--- src/rtl/vov_frame_collector.sv ---
// vov_frame_collector
//
// Downstream consumer of the IPV reducer's vov output. It follows the
// reducer's fixed output phase from reset, samples each valid K-bit vov word,
// packs W consecutive words into a frame, and queues complete frames in a
// first-word-fall-through FIFO for a valid/ready consumer. A frame that
// completes while the FIFO is full (with no pop on the same edge) is dropped
// and the sticky overflow flag is raised.
//
// Optional feature macro: VOV_FRAME_COLLECTOR_POPCNT_EN
//   defined   : ones count of each frame is stored with it and shown on out_pop
//   undefined : no popcount logic, out_pop is tied to 0
//
// Ports:
//   clk        in   clock
//   rst_n      in   asynchronous active-low reset
//   vov        in   reducer output word, meaningful only on sample edges
//   clr        in   synchronous flush of FIFO, frame assembly and overflow
//   out_valid  out  FIFO non-empty
//   out_ready  in   consumer accepts the head frame
//   out_data   out  head frame, word 0 in the low K bits
//   out_pop    out  ones count of the head frame
//   fill       out  number of frames queued
//   overflow   out  sticky: a completed frame was dropped
module vov_frame_collector #(
  parameter int K     = 4,
  parameter int STALL = 3,
  parameter int W     = 4,
  parameter int DEPTH = 4,
  localparam int FRAME_W = W * K,
  localparam int POP_W   = $clog2(FRAME_W + 1),
  localparam int FILL_W  = $clog2(DEPTH) + 1
) (
  input  logic               clk,
  input  logic               rst_n,
  input  logic [K-1:0]       vov,
  input  logic               clr,
  output logic               out_valid,
  input  logic               out_ready,
  output logic [FRAME_W-1:0] out_data,
  output logic [POP_W-1:0]   out_pop,
  output logic [FILL_W-1:0]  fill,
  output logic               overflow
);

  localparam int PH_W  = $clog2(K + STALL);
  localparam int IDX_W = $clog2(W);
  localparam int PTR_W = $clog2(DEPTH);
  localparam logic [FILL_W-1:0] FULL_LEVEL = FILL_W'(DEPTH);

  // Phase tracker: a lead-in of K+STALL edges, then one sample every K edges.
  // It is only cleared by rst_n because the reducer ignores clr.
  typedef enum logic {PH_LEAD, PH_STEADY} phase_t;

  phase_t           ph_state, ph_state_nx;
  logic [PH_W-1:0]  ph_cnt, ph_cnt_nx;
  logic             sample;

  always_ff @(posedge clk or negedge rst_n) begin
    if (!rst_n) begin
      ph_state <= PH_LEAD;
      ph_cnt   <= '0;
    end else begin
      ph_state <= ph_state_nx;
      ph_cnt   <= ph_cnt_nx;
    end
  end

  // sample is high during the cycle whose closing edge is a sample edge.
  always_comb begin
    ph_state_nx = ph_state;
    ph_cnt_nx   = ph_cnt + PH_W'(1);
    sample      = 1'b0;
    case (ph_state)
      PH_LEAD: begin
        if (ph_cnt == PH_W'(K + STALL - 1)) begin
          sample      = 1'b1;
          ph_cnt_nx   = '0;
          ph_state_nx = PH_STEADY;
        end
      end
      PH_STEADY: begin
        if (ph_cnt == PH_W'(K - 1)) begin
          sample    = 1'b1;
          ph_cnt_nx = '0;
        end
      end
      default: begin
        ph_state_nx = PH_LEAD;
        ph_cnt_nx   = '0;
      end
    endcase
  end

  // Frame assembly: words 0..W-2 wait in slots; the last word goes straight
  // into the pushed frame together with the stored slots.
  logic [IDX_W-1:0]       word_idx;
  logic [(W-1)*K-1:0]     slots;
  logic [FRAME_W-1:0]     frame;
  logic                   last_word;
  logic                   push_req;

  assign last_word = (word_idx == IDX_W'(W - 1));
  assign frame     = {vov, slots};
  assign push_req  = sample && last_word && !clr;

  always_ff @(posedge clk or negedge rst_n) begin
    if (!rst_n) begin
      word_idx <= '0;
      slots    <= '0;
    end else if (clr) begin
      word_idx <= '0;
    end else if (sample) begin
      if (last_word) begin
        word_idx <= '0;
      end else begin
        word_idx <= word_idx + IDX_W'(1);
        for (int i = 0; i < W - 1; i++) begin
          if (word_idx == IDX_W'(i)) slots[i*K +: K] <= vov;
        end
      end
    end
  end

  // FIFO control: a full FIFO still accepts a push when the head is popped
  // on the same edge, so the level stays unchanged.
  logic [FRAME_W-1:0] mem [DEPTH];
  logic [PTR_W-1:0]   rd_ptr, wr_ptr;
  logic               full, pop, push_ok, drop;

  assign full      = (fill == FULL_LEVEL);
  assign out_valid = (fill != '0);
  assign pop       = out_valid && out_ready && !clr;
  assign push_ok   = push_req && (!full || pop);
  assign drop      = push_req && full && !pop;

  always_ff @(posedge clk or negedge rst_n) begin
    if (!rst_n) begin
      rd_ptr   <= '0;
      wr_ptr   <= '0;
      fill     <= '0;
      overflow <= 1'b0;
      for (int i = 0; i < DEPTH; i++) mem[i] <= '0;
    end else if (clr) begin
      rd_ptr   <= '0;
      wr_ptr   <= '0;
      fill     <= '0;
      overflow <= 1'b0;
    end else begin
      if (push_ok) begin
        mem[wr_ptr] <= frame;
        wr_ptr      <= wr_ptr + PTR_W'(1);
      end
      if (pop) rd_ptr <= rd_ptr + PTR_W'(1);
      case ({push_ok, pop})
        2'b10:   fill <= fill + FILL_W'(1);
        2'b01:   fill <= fill - FILL_W'(1);
        default: fill <= fill;
      endcase
      if (drop) overflow <= 1'b1;
    end
  end

  // Head frame is shown only while valid so an empty FIFO presents zeros.
  assign out_data = out_valid ? mem[rd_ptr] : '0;

`ifdef VOV_FRAME_COLLECTOR_POPCNT_EN
  // Ones count is computed once at push time and travels with the frame.
  logic [POP_W-1:0] pop_mem [DEPTH];
  logic [POP_W-1:0] frame_pop;

  always_comb begin
    frame_pop = '0;
    for (int i = 0; i < FRAME_W; i++) frame_pop = frame_pop + POP_W'(frame[i]);
  end

  always_ff @(posedge clk or negedge rst_n) begin
    if (!rst_n) begin
      for (int i = 0; i < DEPTH; i++) pop_mem[i] <= '0;
    end else if (!clr && push_ok) begin
      pop_mem[wr_ptr] <= frame_pop;
    end
  end

  assign out_pop = out_valid ? pop_mem[rd_ptr] : '0;
`else
  assign out_pop = '0;
`endif

endmodule

--- config.mk ---
export PLATFORM = sky130hd
export DESIGN_NAME = vov_frame_collector
export DESIGN_NICKNAME = d
export VERILOG_FILES = /design/src/rtl/vov_frame_collector.sv
export SDC_FILE = /design/constraint.sdc
export NUM_CORES = 1
export LEC_CHECK = 0
export ABC_AREA = 1
export CAP_MARGIN = 20
export CORE_MARGIN = 4
export CORE_UTILIZATION = 53
export CTS_BUF_LIST = sky130_fd_sc_hd__clkbuf_16
export DETAILED_ROUTE_END_ITERATION = 6
export PLACE_DENSITY = 0.79
export SLEW_MARGIN = 20
export SYNTH_ARGS = -nofsm -noshare
export SYNTH_HDL_FRONTEND = slang
export SYNTH_SLANG_ARGS = --single-unit
export TNS_END_PERCENT = 100
--- constraint.sdc ---
create_clock -name clk -period 1.9 [get_ports clk]
set_input_delay 0.38 -clock clk [delete_from_list [all_inputs] [get_ports clk]]
set_output_delay 0.38 -clock clk [all_outputs]
set_load 0.02 [all_outputs]
; ---- Word-level counts from Yosys, hierarchy flattened
; Index checks and enable logic that the tools add are counted.
[totals]
reg_bits = 90
latch_bits = 0
mem_bits_rw = 0
romBits = 0
elab_cells = 84
mem_count = 0
[classes]
addsub = 6
multipliers = 0
div_mod_pow = 0
n_lt_le_gt_ge = 3
n_eq_ne = 8
shifts = 0
mux = 25
n_bitwise = 5
n_reduce_logical = 23
[ops]
columns = cell, count
row1 = 64-bit bitwise mux, 1
row2 = 16-bit 2-to-1 mux, 4
row3 = 16-bit binary-select mux with 2-bit select, 1
row4 = 16-bit demux with 2-bit select, 1
row5 = 2-bit 2-to-1 mux, 7
row6 = 3-bit case mux with 2 select lines, 2
row7 = 4-bit AND reduction, 3
row8 = 3-bit 2-to-1 mux, 3
row9 = 1-bit logical AND, 8
row10 = 2-bit nonzero test, 4
row11 = 2-bit by 1-bit adder with 2-bit output (second input constant), 3
row12 = 3-bit by 1-bit adder with 3-bit output (second input constant), 2
row13 = 2-bit == test (second input constant), 3
row14 = 3-bit == test (second input constant), 2
row15 = 3-bit greater-or-equal comparator (second input constant), 2
row16 = 2-bit inverter with 3-bit output, 2
row17 = 3-bit nonzero test, 2
row18 = 1-bit 2-to-1 mux, 5
row19 = 2-bit by 1-bit == test with 1-bit output (second input constant), 2
row20 = 3-bit by 2-bit == test with 1-bit output (second input constant), 1
row21 = 1-bit logical NOT, 3
row22 = 3-bit by 1-bit < comparator with 1-bit output (second input constant), 1
row23 = 1-bit inverter, 3
row24 = 3-bit by 1-bit subtractor with 3-bit output (second input constant), 1
row25 = 4 further kinds, 4

; ---- Depth between registers and ports, before layout
; Gate-level depths: netlist of run 1.
[depth]
ltp_word = 9
mapped_depth = 14
mapped_depth_nobuf = 14

; ---- Worst setup path after synthesis of run 1
; OpenSTA, ideal clock, no wires.
[synth_timing]
path_kind = reg2reg
start = reg fill[0]
end = reg fill[2]
arrival_time_ns = 1.961
path_slack_ns = -0.179
path_stages_with_launch = 14
n_path_buf = 0
synth_period_minus_slack_ns = 2.079
cell_sequence = dfrtp_1 > nor2_4 > nand2_4 > nand3_4 > inv_1 > nand2_1 > inv_1 > fa_1 > xnor2_1 > inv_1 > nand2_1 > nand2_1 > nand3_1 > nand2_1
[synth_between]
elab_chain_len = 8
elab_cells_between_ends = 14
cone_classes = 2 x add/sub / 3 x eq/ne / 2 x mux / 7 x reduce/logical
[synth_lines]
columns = item, line_no
row1 = from (decl), 42  ; output logic [FILL_W-1:0] fill,
row2 = from (signal assigned), 156  ; 2'b10: fill <= fill + FILL_W'(1);
row3 = from (signal assigned), 157  ; 2'b01: fill <= fill - FILL_W'(1);
row4 = from (signal assigned), 158  ; default: fill <= fill;
row5 = 3-bit nonzero test (*), 132  ; assign out_valid = (fill != '0);
row6 = via out_valid, 38  ; output logic out_valid,
row7 = 1-bit logical AND (*) (2 in series), 133  ; assign pop = out_valid && out_ready && !clr;
row8 = 1-bit logical OR, 134  ; assign push_ok = push_req && (!full || pop);
row9 = 1-bit logical AND, 134
row10 = 2-bit by 1-bit == test with 1-bit output / 2-bit == test (equally long branches), 155  ; case ({push_ok, pop})
row11 = 3-bit case mux with 2 select lines, 155
row12 = 3-bit 2-to-1 mux, 144  ; end else if (clr) begin
; Mark *: on every way through the listed nets, which the timed path passes. The rest lies on a longest branch.
; A chain may end at the register's enable or synchronous reset.

; ---- Worst setup path in the final report of run 1
[layout_timing]
start = reg rd_ptr[0]
end = out out_data[6]
[layout_between]
elab_chain_len = 5
[layout_lines]
columns = item, line_no
row1 = from (decl), 128  ; logic [PTR_W-1:0] rd_ptr, wr_ptr;
row2 = from (signal assigned), 154  ; if (pop) rd_ptr <= rd_ptr + PTR_W'(1);
row3 = 2-bit inverter with 3-bit output (not written as such), 165  ; assign out_data = out_valid ? mem[rd_ptr] : '0;
row4 = 16-bit binary-select mux with 2-bit select, 165
row5 = 16-bit 2-to-1 mux (not written as such) (2 in series), 165
row6 = 16-bit 2-to-1 mux, 165
row7 = to (decl), 40  ; output logic [FRAME_W-1:0] out_data,
; Every way passes these cells. The select of a mux whose other input is x is not followed.

==> results of run 1 <==
## worst paths after layout
check                           from          end  slack, ps  cells after the start
setup / recovery           rd_ptr[0]  out_data[6]       -120                      6
hold / removal                 rst_n      mem[54]          2                      1
setup reg to reg           ph_cnt[0]      fill[2]        -50                     14
hold reg to reg              mem[43]      mem[43]        480                      2
max in group asynchronous      rst_n      mem[40]       1320                      2
min in group clk             mem[43]      mem[43]        480                      2
## logic make-up (layout without fill, tap and decap cells)
logic type / after synthesis / after routing / synth area share (%)
AND/OR/NAND/NOR: 193 / 193 / 19.7
AO/OA/AOI/OAI: 133 / 133 / 16.9
XOR/XNOR: 1 / 1 / 0.198
other: 1 / 5 / 0.0848
flip-flops: 90 / 90 / 50.9
buffers and inverters: 66 / 132 / 8.12
adder cells (fa/ha/maj): 14 / 14 / 4.13
## sequential cells by signal, indices dropped and copies added (netlist names)
register and cells:
mem 64, slots 12, fill 3, ph_cnt 3
rd_ptr 2, word_idx 2, wr_ptr 2, overflow 1
ph_state 1
## area by class of cell
cell class	instances	area (µm²)	share of cell area [%]
flip-flops and latches	90	2260	40.2
multi-input cells	346	1980	35.3
repair buffers	79	836	14.9
clock buffers	9	225	4.01
inverters	37	140	2.50
well taps	105	131	2.34
clock inverters	7	45.0	0.802
## metrics by stage
step	worst slack (ps)	cell area [µm²]	cells	total power [W]
after floorplan	-4.88	4470	502	0.00292
after global placement	-105	5070	643	0.00366
after detailed placement	-161	5070	643	0.00370
after CTS	-88.1	5350	664	0.00532
after global routing	-211	5620	673	0.00569
final	-124	5620	673	0.00542
## worst max-delay path: stages (launching register included)
cell	delay (ps)
dfrtp_2	450
buf_4	190
nor2_1	50
nor2_1	70
o21ai_0	80
a21oi_1	260
buf_4	210
## per-layer routing
layer / up-vias / routed length (µm) / GRT usage (%)
met1: 1799 / 4550 / 28.8
li1: 1743 / - / -
met5: - / 0 / 1.54
met2: 130 / 5790 / 37.0
met3: 28 / 601 / 4.49
met4: 0 / 274 / 10.3
## repair_timing
| action | in CTS | in global routing |
|---|---|---|
| endpoints found under the setup margin | 18 | 81 |
| gates cloned | 1 | 3 |
| hold endpoints to repair | 0 | 0 |
| resized for setup | 86 | 55 |
| pin swaps | 6 | 20 |
| setup buffers | 4 | 6 |
## power by group through the flow
stage	sequential, W	clock (W)	combinational (W)
2_1_floorplan	0.00209	0	0.000831
3_3_place_gp	0.00204	0	0.00162
3_5_place_dp	0.00205	0	0.00165
4_1_cts	0.00202	0.00165	0.00166
5_1_grt	0.00202	0.00176	0.00190
6_report	0.00202	0.00164	0.00176
## layout by cell type (no fill, tap or decap), types with 7 or more instances in the layout
master and n:
nand3_4 7, a21oi_1 17, buf_12 12, inv_2 8
buf_6 9, nand3_1 9, nor2_1 60, clkbuf_16 11
o21ai_0 36, inv_1 29, nor2_2 8, clkdlybuf4s50_1 10
o21ai_1 55, nor2_4 7, nand2_1 90, buf_4 44
o21ai_2 23, ha_1 10, dfrtp_1 87
==> results.py, run 1 <==
metrics = {
    "global_route": {
        "grtUsageTotal_pct": 22.6,
        "gr-total-overflow": 0,
        "grt_pass1_wl_mm": 17.9,
        "grt_max_degree": 39,
        "grt_pass1_vias": 3706,
        "antenna_found_initial": 0,
    },
    "logic_synthesis": {
        "yosysWarnings": 0,
        "synth_cell_types": 27,
        "syn_area_per_cell_um2": 8.88,
        "synth_top_cell_area_share_pct": 50.9,
        "seq_area_frac_synth_pct": 50.9,
        "yosys.area.top_type": "dfrtp_1",
        "synth.most_common_cell": "nand2_1",
        "synth_seq_cells": 90,
        "syn_area_mm2": 0.00442,
        "synth_top_cells_by_count": "nand2_1 (95), dfrtp_1 (90), nor2_1 (74)",
        "synth_area_leaders": "dfrtp_1 (51%), nand2_1 (8.1%), nor2_1 (6.3%)",
        "synth_top_flop_cell": "dfrtp_1",
        "synth-edff-count": 0,
        "async_reset_ff_share_pct": 100,
        "synthCells": 498,
    },
    "sta": {
        "whs_ps": 1.73,
        "period_needed_ps": 2020,
        "rsz0062_at_grt": "true",
        "maxSlewHeadroom_pct": 65.5,
        "fmax_ghz": 0.494,
        "fin_crit_sh_pct": 107,
        "slew_viol_final": 0,
        "fin_ws_ps": -124,
        "timing.setup.tns_ps": -527,
        "finalClockSkew_ps": 6.77,
        "hold_viol_final": 0,
        "setup_viol": 22,
        "worstMarginPinSlew_ps": 518,
    },
    "clock_network": {
        "numCtsBuffers": 9,
        "clock-sinks": 90,
        "cts-root-buf": "clkbuf_16",
        "clock_latency_ps": 340,
        "clockBufferDepth": 2,
        "cts_tree": "yes",
        "holdBufCountCts": 0,
        "htree_levels": 3,
        "cts.clk_slew.worst_paths_ps": 70,
    },
    "power": {
        "power.share.clock_pct": 30.3,
        "leakage_nw": 2.60,
        "ir_drop_v": 0.000604,
        "combPwrFrac_pct": 32.4,
        "p_switching_w": 0.00184,
        "p_per_area_mw_per_mm2": 965,
        "p_sw_share_pct": 34.0,
        "internal-power_w": 0.00358,
        "pwr-share-seq_pct": 37.3,
    },
    "route": {
        "first_pass_iters": 6,
        "antenna_left": 0,
        "drt_wl_total_mm": 11.2,
        "vias_per_cell": 5.50,
        "drtIter0Drc": 283,
        "avgRoutedWirePerCell_um": 16.7,
        "drcViolationCount": 0,
        "via_count": 3700,
    },
    "floorplanning": {
        "dieArea_mm2": 0.00987,
        "placementRows": 33,
        "die-width_um": 99.4,
        "die_h_um": 99.4,
        "num_io_pins": 34,
        "start_util_pct": 54.1,
        "core_mm2": 0.00818,
    },
    "final_layout": {
        "antenna_cells": 0,
        "drive_above_1_share_pct": 27.1,
        "final_nets": 585,
        "fillers": 588,
        "area_growth_pct": 26.9,
        "final_util_pct": 68.7,
    },
    "hold_path": {
        "hp-class": "in -> async",
    },
    "setup_path": {
        "crit_type": "reg -> out",
        "crit_required_ps": 1520,
        "critPathArrivalTime_ps": 1640,
        "crit_path_max_fanout": 7,
        "start_kind": "flip-flop",
        "crit_path_end_kind": "output pin",
    },
    "placed_design": {
        "dp_hpwl_mm": 6.89,
        "gp_congestion": 0.785,
        "port-buffer-count": 28,
    },
    "flow_run": {
        "drv_cap": 0,
    },
    "status": {
        "status": "finished, violations left",
        "violations": "setup timing",
    },
}
(Power assumes the default switching activity.)
==> run 2: changes to the inputs <==
--- a/config.mk
+++ b/config.mk
@@ -16,4 +16,3 @@
 export SYNTH_ARGS = -nofsm -noshare
 export SYNTH_HDL_FRONTEND = slang
 export SYNTH_SLANG_ARGS = --single-unit
-export TNS_END_PERCENT = 100
==> results of run 2 <==
No change in the layout: final DEF, timing and power equal those of run 1.
